`src/rtl/gcc_stream_centroid_pkg.sv`:
```
// gcc_pkg: shared state encoding and width helpers for the stream centroid engine.
package gcc_pkg;
  typedef enum logic [2:0] {FILL, IDLE, SCAN, REPL, DIV} state_t;
  function automatic int clog2(input int v);
    int r = 0;
    for (int i = 0; i < 31; i++) if ((1 << i) < v) r = i + 1;
    return r;
  endfunction
  function automatic int sum_w(input int n, input int cw, input int ww);
    return cw + ww + clog2(n);
  endfunction
  function automatic int sw_w(input int n, input int ww);
    return ww + clog2(n);
  endfunction
  function automatic int dist_w(input int cw);
    return 2 * cw + 1;
  endfunction
endpackage

```
`src/rtl/gcc_stream_centroid_div.sv`:
```
// gcc_seq_div: restoring divider producing a Q_W-bit quotient in Q_W cycles; zero divisor gives 0.
module gcc_seq_div
  import gcc_pkg::*;
#(
  parameter int NUM_W = 15,
  parameter int DEN_W = 7,
  parameter int Q_W   = 8
) (
  input  logic             CLK,
  input  logic             RESET_,
  input  logic             CLR,
  input  logic             start,
  input  logic [NUM_W-1:0] num,
  input  logic [DEN_W-1:0] den,
  output logic             busy,
  output logic             done,
  output logic [Q_W-1:0]   quot
);
  localparam int C_W = clog2(Q_W + 1);
  logic [C_W-1:0]   r_cnt;
  logic [DEN_W-1:0] r_rem, r_den, w_sub;
  logic [Q_W-1:0]   r_sh, w_sh;
  logic [DEN_W:0]   w_cat;
  logic             w_ge;
  // The quotient is known to fit Q_W bits, so the bits above Q_W start out as a remainder below den.
  always_comb begin
    w_cat = {r_rem, r_sh[Q_W-1]};
    w_ge  = w_cat >= {1'b0, r_den};
    w_sub = w_cat[DEN_W-1:0] - r_den;
    w_sh  = {r_sh[Q_W-2:0], w_ge};
    busy  = r_cnt != '0;
    done  = r_cnt == C_W'(1);
    quot  = (r_den == '0) ? '0 : w_sh;
  end
  always_ff @(posedge CLK or negedge RESET_) begin
    if (!RESET_) begin
      r_cnt <= '0;
      r_rem <= '0;
      r_den <= '0;
      r_sh  <= '0;
    end else if (CLR) begin
      r_cnt <= '0;
    end else if (start) begin
      r_cnt <= C_W'(Q_W);
      r_rem <= DEN_W'(num >> Q_W);
      r_sh  <= num[Q_W-1:0];
      r_den <= den;
    end else if (busy) begin
      r_cnt <= r_cnt - 1'b1;
      r_rem <= w_ge ? w_sub : w_cat[DEN_W-1:0];
      r_sh  <= w_sh;
    end
  end
endmodule

```
`src/rtl/gcc_stream_centroid.sv`:
```
// gcc_stream_centroid: weighted centroid of an N-point window; once full, each new point
// replaces the stored point farthest from the current centroid.
module gcc_stream_centroid
  import gcc_pkg::*;
#(
  parameter int N  = 6,
  parameter int CW = 8,
  parameter int WW = 4
) (
  input  logic          CLK,
  input  logic          RESET_,
  input  logic          CLR,
  input  logic          IN_VALID,
  output logic          IN_READY,
  input  logic [CW-1:0] Xi,
  input  logic [CW-1:0] Yi,
  input  logic [WW-1:0] Wi,
  output logic          READY_,
  output logic [CW-1:0] Xc,
  output logic [CW-1:0] Yc
);
  localparam int LN = clog2(N);
  localparam int SUM_W = sum_w(N, CW, WW);
  localparam int SW_W = sw_w(N, WW);
  localparam int D_W = dist_w(CW);
  localparam logic [LN-1:0] LAST = LN'(N - 1);
  state_t           r_state, w_next;
  logic [CW-1:0]    r_x [N];
  logic [CW-1:0]    r_y [N];
  logic [WW-1:0]    r_w [N];
  logic [LN-1:0]    r_cnt, r_idx, r_win;
  logic [SUM_W-1:0] r_sx, r_sy, w_tx, w_ty, w_ox, w_oy;
  logic [SW_W-1:0]  r_sw;
  logic [CW-1:0]    r_nx, r_ny, r_xc, r_yc, w_ax, w_ay, w_dx, w_dy, w_qx, w_qy;
  logic [WW-1:0]    r_nw, w_aw;
  logic [D_W-1:0]   r_wd, w_d;
  logic             w_acc, w_better, w_start, w_bx, w_by, w_dnx, w_dny;
  assign Xc = r_xc;
  assign Yc = r_yc;
  always_comb begin
    IN_READY = r_state == FILL || r_state == IDLE;
    READY_   = r_state != IDLE;
    w_acc    = IN_VALID && IN_READY;
    w_next   = r_state;
    unique case (r_state)
      FILL:    if (w_acc && r_cnt == LAST) w_next = DIV;
      IDLE:    if (w_acc) w_next = SCAN;
      SCAN:    if (r_idx == LAST) w_next = REPL;
      REPL:    w_next = DIV;
      DIV:     if (w_dnx && w_dny) w_next = IDLE;
      default: w_next = FILL;
    endcase
    if (CLR) w_next = FILL;
  end
  always_ff @(posedge CLK or negedge RESET_) begin
    if (!RESET_) r_state <= FILL;
    else r_state <= w_next;
  end
  // Incoming point terms come straight from the port while filling, from the latched point in REPL.
  always_comb begin
    w_ax  = (r_state == FILL) ? Xi : r_nx;
    w_ay  = (r_state == FILL) ? Yi : r_ny;
    w_aw  = (r_state == FILL) ? Wi : r_nw;
    w_tx  = SUM_W'(w_ax) * SUM_W'(w_aw);
    w_ty  = SUM_W'(w_ay) * SUM_W'(w_aw);
    w_ox  = SUM_W'(r_x[r_win]) * SUM_W'(r_w[r_win]);
    w_oy  = SUM_W'(r_y[r_win]) * SUM_W'(r_w[r_win]);
    w_dx  = (r_x[r_idx] > r_xc) ? r_x[r_idx] - r_xc : r_xc - r_x[r_idx];
    w_dy  = (r_y[r_idx] > r_yc) ? r_y[r_idx] - r_yc : r_yc - r_y[r_idx];
    w_d   = D_W'(w_dx) * D_W'(w_dx) + D_W'(w_dy) * D_W'(w_dy);
    w_better = r_idx == '0 || w_d > r_wd || (w_d == r_wd && (r_x[r_idx] < r_x[r_win] ||
               (r_x[r_idx] == r_x[r_win] && (r_y[r_idx] < r_y[r_win] ||
               (r_y[r_idx] == r_y[r_win] && r_w[r_idx] < r_w[r_win])))));
    w_start  = r_state == DIV && !(w_bx || w_by);
  end
  always_ff @(posedge CLK or negedge RESET_) begin
    if (!RESET_) begin
      for (int i = 0; i < N; i++) begin
        r_x[i] <= '0;
        r_y[i] <= '0;
        r_w[i] <= '0;
      end
      {r_cnt, r_idx, r_win, r_wd} <= '0;
      {r_sx, r_sy, r_sw} <= '0;
      {r_nx, r_ny, r_nw} <= '0;
      {r_xc, r_yc} <= '0;
    end else if (CLR) begin
      r_cnt <= '0;
      {r_sx, r_sy, r_sw} <= '0;
      {r_xc, r_yc} <= '0;
    end else begin
      if (r_state == FILL && w_acc) begin
        r_x[r_cnt] <= Xi;
        r_y[r_cnt] <= Yi;
        r_w[r_cnt] <= Wi;
        r_sx  <= r_sx + w_tx;
        r_sy  <= r_sy + w_ty;
        r_sw  <= r_sw + SW_W'(w_aw);
        r_cnt <= r_cnt + 1'b1;
      end
      if (r_state == IDLE && w_acc) begin
        {r_nx, r_ny, r_nw} <= {Xi, Yi, Wi};
        r_idx <= '0;
      end
      if (r_state == SCAN) begin
        if (w_better) begin
          r_wd  <= w_d;
          r_win <= r_idx;
        end
        r_idx <= r_idx + 1'b1;
      end
      if (r_state == REPL) begin
        r_sx <= r_sx - w_ox + w_tx;
        r_sy <= r_sy - w_oy + w_ty;
        r_sw <= r_sw - SW_W'(r_w[r_win]) + SW_W'(w_aw);
        r_x[r_win] <= r_nx;
        r_y[r_win] <= r_ny;
        r_w[r_win] <= r_nw;
      end
      if (r_state == DIV && w_dnx && w_dny) begin
        r_xc <= w_qx;
        r_yc <= w_qy;
      end
    end
  end
  gcc_seq_div #(.NUM_W(SUM_W), .DEN_W(SW_W), .Q_W(CW)) u_div_x (
    .CLK(CLK), .RESET_(RESET_), .CLR(CLR), .start(w_start),
    .num(r_sx + SUM_W'(r_sw >> 1)), .den(r_sw),
    .busy(w_bx), .done(w_dnx), .quot(w_qx)
  );
  gcc_seq_div #(.NUM_W(SUM_W), .DEN_W(SW_W), .Q_W(CW)) u_div_y (
    .CLK(CLK), .RESET_(RESET_), .CLR(CLR), .start(w_start),
    .num(r_sy + SUM_W'(r_sw >> 1)), .den(r_sw),
    .busy(w_by), .done(w_dny), .quot(w_qy)
  );
endmodule

```
`config.mk`:
```
export PLATFORM = sky130hd
export DESIGN_NAME = gcc_stream_centroid
export DESIGN_NICKNAME = d
export VERILOG_FILES = /design/src/rtl/gcc_stream_centroid_pkg.sv /design/src/rtl/gcc_stream_centroid_div.sv /design/src/rtl/gcc_stream_centroid.sv
export SDC_FILE = /design/constraint.sdc
export NUM_CORES = 2
export LEC_CHECK = 0
export CAP_MARGIN = 20
export CELL_PAD_IN_SITES_DETAIL_PLACEMENT = 1
export CELL_PAD_IN_SITES_GLOBAL_PLACEMENT = 1
export CORE_MARGIN = 2
export CORE_UTILIZATION = 35
export CTS_BUF_LIST = sky130_fd_sc_hd__clkbuf_8
export CTS_CLUSTER_SIZE = 20
export DETAILED_ROUTE_END_ITERATION = 10
export PLACE_DENSITY_LB_ADDON = 0.1
export SYNTH_ARGS = -nofsm -noshare
export SYNTH_HDL_FRONTEND = slang
export SYNTH_SLANG_ARGS = --single-unit
```
`constraint.sdc`:
```
create_clock -name CLK -period 13.8 [get_ports CLK]
set_clock_uncertainty 0.1 [all_clocks]
set_input_delay 3.45 -clock CLK [delete_from_list [all_inputs] [get_ports CLK]]
set_output_delay 3.45 -clock CLK [all_outputs]
set_load 0.01 [all_outputs]
```
# ---- Yosys cells after proc, flatten, opt, wreduce, memory -nomap -nowiden
# Cells that the tools add are included.
dict set report totals {
  elab_cells 226
  input_bits 24
  out_inout_bits 18
  regBits 267
}
dict set report op_classes {
  n_eq_ne 16
  add_sub_neg 22
  reduce_logical 40
  n_bitwise 4
  mul 6
  n_mux 87
  order_cmp 13
}
# cell n
set ops {}
lappend ops {{two-way mux 48 bit} 6}
lappend ops {{bitwise mux 48 bit} 4}
lappend ops {{two-way mux 8 bit} 24}
lappend ops {{binary-select mux 8 bit (select 3 bit)} 4}
lappend ops {{two-way mux 15 bit} 6}
lappend ops {{two-way mux 24 bit} 3}
lappend ops {{two-way mux 7 bit} 9}
lappend ops {{adder 15 x 12 -> 15 bit} 4}
lappend ops {{two-way mux 4 bit} 13}
lappend ops {{bitwise mux 24 bit} 2}
lappend ops {{demux 8 bit (select 3 bit)} 2}
lappend ops {{multiplier 8 x 4 -> 12 bit} 4}
lappend ops {{multiplier 8 x 8 -> 16 bit} 2}
lappend ops {{subtractor 8 bit} 4}
lappend ops {{adder 15 x 6 -> 15 bit} 2}
lappend ops {{subtractor 15 x 12 -> 15 bit} 2}
lappend ops {{two-way mux 3 bit} 9}
lappend ops {{binary-select mux 4 bit (select 3 bit)} 2}
lappend ops {{demux 4 bit (select 3 bit)} 2}
lappend ops {{adder 16 x 16 -> 17 bit} 1}
lappend ops {{equality test 17 bit} 1}
lappend ops {{> comparator 17 bit} 1}
lappend ops {{equality test 8 bit} 2}
lappend ops {{>= comparator 8 x 7 -> 1 bit} 2}
lappend ops {{other kinds (30)} 77}

# ---- Logic depth before layout (Yosys ltp)
dict set report logic_depth {
  depth_word 12
  mapped_depth 46
  ltp_nobuf 43
}

# ---- Modules after synthesis
# From an unflattened synthesis, not the netlist that was laid out.
dict set report unflattened {
  cells_unflattened 3102
  area_unflattened_um2 28467.3
}
# module cells_each area_per_inst_um2 instances seq_area_each_um2
set modules_own_cells {}
lappend modules_own_cells {gcc_stream_centroid 2726 25039.0 1 5555.3}
lappend modules_own_cells {gcc_seq_div 188 1714.1 2 650.6}

# ---- Least setup slack after synthesis
# Ideal clock, no wire load.
dict set report synth_path {
  path_type {reg-to-reg}
  startpoint {register r_idx[0]}
  endpoint {register r_wd[11]}
  path_slack_ps 2611
  path_buffers 4
  required_ps 13575
  path_stages_with_launch 44
  arrival_time_ps 10964
  cell_sequence {dfrtp_1 -> clkbuf_1 -> buf_1 -> clkbuf_1 -> mux2i_1 -> nor2_1 -> a21oi_1 -> ha_1 -> inv_1 -> fa_1 -> a211oi_2 -> o21ai_2 -> a31oi_4 -> nor2_2 -> mux2_1 -> a221oi_2 -> xor2_2 -> nor2_1 -> (+8 left out) -> fa_1 -> inv_1 -> ha_1 -> o21ai_1 -> a21oi_1 -> o41a_1 -> a41o_1 -> o41ai_1 -> xnor2_1 -> ha_1 -> nand4_1 -> nor2_1 -> nand3_1 -> or3_1 -> o2111ai_1 -> o211a_1 -> buf_2 -> mux2_2}
}
dict set report synth_via {
  elab_chain_cells 12
}
# element line
set synth_lines {}
lappend synth_lines {{start: declaration} gcc_stream_centroid.sv:31} ;# logic [LN-1:0] r_cnt, r_idx, r_win;
lappend synth_lines {{start signal: assignment} gcc_stream_centroid.sv:110} ;# r_idx <= r_idx + 1'b1;
lappend synth_lines {{NOT 3 -> 4 bit (implied by the code) (*)} {gcc_stream_centroid.sv:68, gcc_stream_centroid.sv:69}}
lappend synth_lines {{binary-select mux 8 bit (select 3 bit) (on tied branches)} {gcc_stream_centroid.sv:68, gcc_stream_centroid.sv:69}}
lappend synth_lines {{two-way mux 8 bit (on tied branches) (2 in series)} {gcc_stream_centroid.sv:68, gcc_stream_centroid.sv:69}}
lappend synth_lines {{subtractor 8 bit (tied with other cells)} gcc_stream_centroid.sv:68} ;# w_dx = (r_x[r_idx] > r_xc) ? r_x[r_idx] - r_xc : r_xc - r_x[r_idx];
lappend synth_lines {{two-way mux 8 bit (on tied branches)} {gcc_stream_centroid.sv:68, gcc_stream_centroid.sv:69}}
lappend synth_lines {{multiplier 8 x 8 -> 16 bit} gcc_stream_centroid.sv:70} ;# w_d = D_W'(w_dx) * D_W'(w_dx) + D_W'(w_dy) * D_W'(w_dy);
lappend synth_lines {{adder 16 x 16 -> 17 bit (*)} gcc_stream_centroid.sv:70}
lappend synth_lines {{net w_d[15]} gcc_stream_centroid.sv:36} ;# logic [D_W-1:0] r_wd, w_d;
lappend synth_lines {{> comparator 17 bit / equality test 17 bit (equally long branches)} gcc_stream_centroid.sv:71} ;# w_better = r_idx == '0 || w_d > r_wd || (w_d == r_wd && (r_x[r_idx] < r_x[r_win] ||
lappend synth_lines {{logical OR 1 bit / logical AND 1 bit (equally long branches)} gcc_stream_centroid.sv:71}
lappend synth_lines {{logical OR 1 bit (*)} gcc_stream_centroid.sv:71}
lappend synth_lines {{AND reduction 3 bit (no source line) (*)} n/a}
lappend synth_lines {{end signal: assignment} gcc_stream_centroid.sv:107} ;# r_wd <= w_d;
lappend synth_lines {{end: declaration} gcc_stream_centroid.sv:36}
# Mark *: on every way through the listed nets, which the timed path passes. The rest lies on a longest branch. The select of a mux whose other input is x is not followed.
# A chain may end at the register's enable or synchronous reset.

# ---- Worst setup path after layout
dict set report layout_path {
  startpoint {register r_idx[0]}
  endpoint {register r_wd[5]}
}
# The elaborated chain is that of the path after synthesis.

==> flow_summary.toml <==
[detailed_routing]
drtIter0Drc = 1530
wl_per_cell_um = 24.64
drcViolationCount = 0
drt-total-wl_mm = 104.2
avgViaCountPerCell = 5.643
dr_total_vias = 23880
drt_pre_antenna_iters = 5
drtAntennaViolNets = 0

[cells_and_area]
drive_gt1_frac = 0.08780
nets = 3638
final_cells = 4231
area_growth_pct = 10.26
final_area_um2 = 30270
fillers = 9130

[run]
max-cap-violations = 0

[place]
gp_congestion = 0.8694
place_ws_ps = 1102
place_area_um2 = 29060
place_inst = 4133
place_hpwl_mm = 77.85
io_buffer_count = 41

[synthesis]
ys.flop_type = "dfrtp_1"
synth_edf_count = 0
netlist.area_leader.share = 0.2434
synthCells = 3170
async_flop_share = 1.000
synth.distinct_cells = 93
synth_area_um2 = 27450
synthTopCellsByArea = "dfrtp_1, fa_1, ha_1, inv_1, nor2_1"
syn-mean-instance-area_um2 = 8.659
synth_nets = 3659
yosys_warnings = 0
synth_top_area_cell = "dfrtp_1"
synth_seq_cells = 267
ys_seq_area_frac = 0.2434

[floorplan]
die_area_um2 = 80680
row_count = 102
die_w_um = 284.1
start_util = 0.3538
dieHeight_um = 284.1
io_pins = 42
core_um2 = 77590

[worst_hold_path]
hold_path_class = "reg2reg"
holdPathStages = 1

[setup_path]
cpMostUsedCell = "fa_1"
critPathMaxFanout = 24
cp_slowest_cell = "dfrtp_2"
crit_path_end = "r_wd[5]"
reg2reg_to = "r_wd[5]"
crit_path_max_incr_delay_ps = 890
r2r_cells = 35
cp-start-kind = "register"
crit_path_end_kind = "register"
criticalPathCategory = "reg2reg"
reg2reg_slack_ps = 1170
critical_path_required_ps = 14270
cp.arrival_ps = 13100
crit_path_start = "r_idx[0]"
r2r_start = "r_idx[0]"

[sta]
setup_viol = 0
period_share = 0.9149
slew-limit-headroom = 0.1463
rsz0062_at_grt = "no"
slew_violations = 0
setup_slack_ps = 1174
setup_tns_ps = 0
min_period_ps = 12630
hold_viol_final = 0
clock.fmax_ghz = 0.07920
tightest_slew_ps = 1281

[cts]
ctsHoldBuffers = 0
clkLatencyLatePin_ps = 700
cts_resized = 0
clockBufferDepth = 3
numCtsBuffers = 54
path_clk_slew_ps = 60
cts-root-buf = "clkbuf_8"
clock_sinks = 267
cts_tree = "built"
cts_setup_buffers = 0
htreeDepth = 2

[global_route]
grt_overflow = 0
grt_pass1_vias = 25760
grt_antenna_before_repair = 3
grt_use_total = 0.2581
grt_max_degree = 82
grt_pass1_wl_mm = 159.8

[status]
outcome = "finished, final reports clean"
==> layer usage <==
metal,global-route usage,up-vias,wire [um]
li1,-,10820,-
met5,0,-,0
met2,0.4416,563,50770
met3,0.03242,184,4704
met1,0.3319,12310,44480
met4,0.09895,0,4293
==> placed cells by master (no fill, tap or decap), types with 39 or more instances in the layout <==
cell type,n
o22ai_1,127
clkdlybuf4s50_1,39
buf_4,52
ha_1,284
nand2_1,211
clkbuf_8,69
inv_1,433
xnor2_1,81
a22oi_1,45
a21oi_1,243
dfrtp_1,266
nor2_1,365
nor3_1,43
mux2i_1,51
nand3_1,44
a211oi_1,41
o21ai_0,94
mux2_2,60
fa_1,181
==> metrics by stage <==
stage | hold WS (ps) | util
2_1_floorplan | 364.6 | -
3_3_place_gp | 389.3 | 0.3741
6_report | 405.1 | 0.3901
5_1_grt | 428.7 | 0.3900
3_5_place_dp | 396.8 | 0.3745
4_1_cts | 409.2 | 0.3900
==> synth_stat cells (all sizes together), types with 14 or more instances <==
cell type and n:
a211oi 42, a221oi 16, ha 284, fa 181, mux4 20, nand2 212
xor2 35, dfrtp 267, a22oi 45, nor2b 27, or2 14, inv 420
and2 21, xnor2 83, clkbuf 129, buf 41, o21bai 14, o21ai 98
nor3 48, mux2 63, nand3 46, o21a 20, a21o 32, mux2i 51
a21oi 249, nand4 19, a22o 18, nor2 367, o22ai 127, nand2b 15
==> critical path: cells and delay by family (launching register included) <==
| kind | cells | cell delay, ps |
|---|---|---|
| AO/OA/AOI/OAI | 12 | 3830 |
| XOR/XNOR | 1 | 150 |
| adder cells (fa/ha/maj) | 9 | 4110 |
| buffers and inverters | 5 | 690 |
| flip-flops | 1 | 890 |
| multiplexers | 3 | 1140 |
| AND/OR/NAND/NOR | 5 | 1540 |
==> sequential cells by signal, indices dropped and copies added, names as in the netlist, 8 cells and up <==
signal        flops
r_x              48
r_y              48
r_w              24
r_wd             17
r_sx             15
r_sy             15
Xc                8
Yc                8
r_nx              8
r_ny              8
u_div_x.r_sh      8
u_div_y.r_sh      8
==> final cells by class <==
class	count	area, um2	area share
Multi-Input combinational cell	2312	18670	0.6168
Clock buffer	69	949.7	0.03138
Sequential cell	267	6683	0.2208
Tap cell	1040	1301	0.04299
Antenna cell	2	5.005	0.0001654
Inverter	421	1583	0.05229
Timing Repair Buffer	93	823.3	0.02720
Clock inverter	27	255.2	0.008433
==> how the worst min path moves through the flow <==
stage                          start          endpoint  slack (ps)
floorplan           u_div_x.r_rem[6]  u_div_x.r_rem[6]         360
global placement            r_wd[15]          r_wd[15]         390
detailed placement           r_wd[6]           r_wd[6]         400
CTS                          r_wd[6]           r_wd[6]         410
global route                 r_wd[1]           r_wd[1]         430
finish                       r_wd[1]           r_wd[1]         410
==> logic make-up (layout without fill, tap and decap cells) <==
family,after synthesis,in the layout,share of synthesized area
AO/OA/AOI/OAI,764,764,0.1791
XOR/XNOR,118,118,0.03847
adder cells (fa/ha/maj),465,465,0.2615
buffers and inverters,591,610,0.08122
flip-flops,267,267,0.2434
multiplexers,134,134,0.06099
other,0,2,0
AND/OR/NAND/NOR,831,831,0.1353
Power is not shown: default switching activity piles up to over one toggle a cycle in this logic, so the estimate is an artifact.
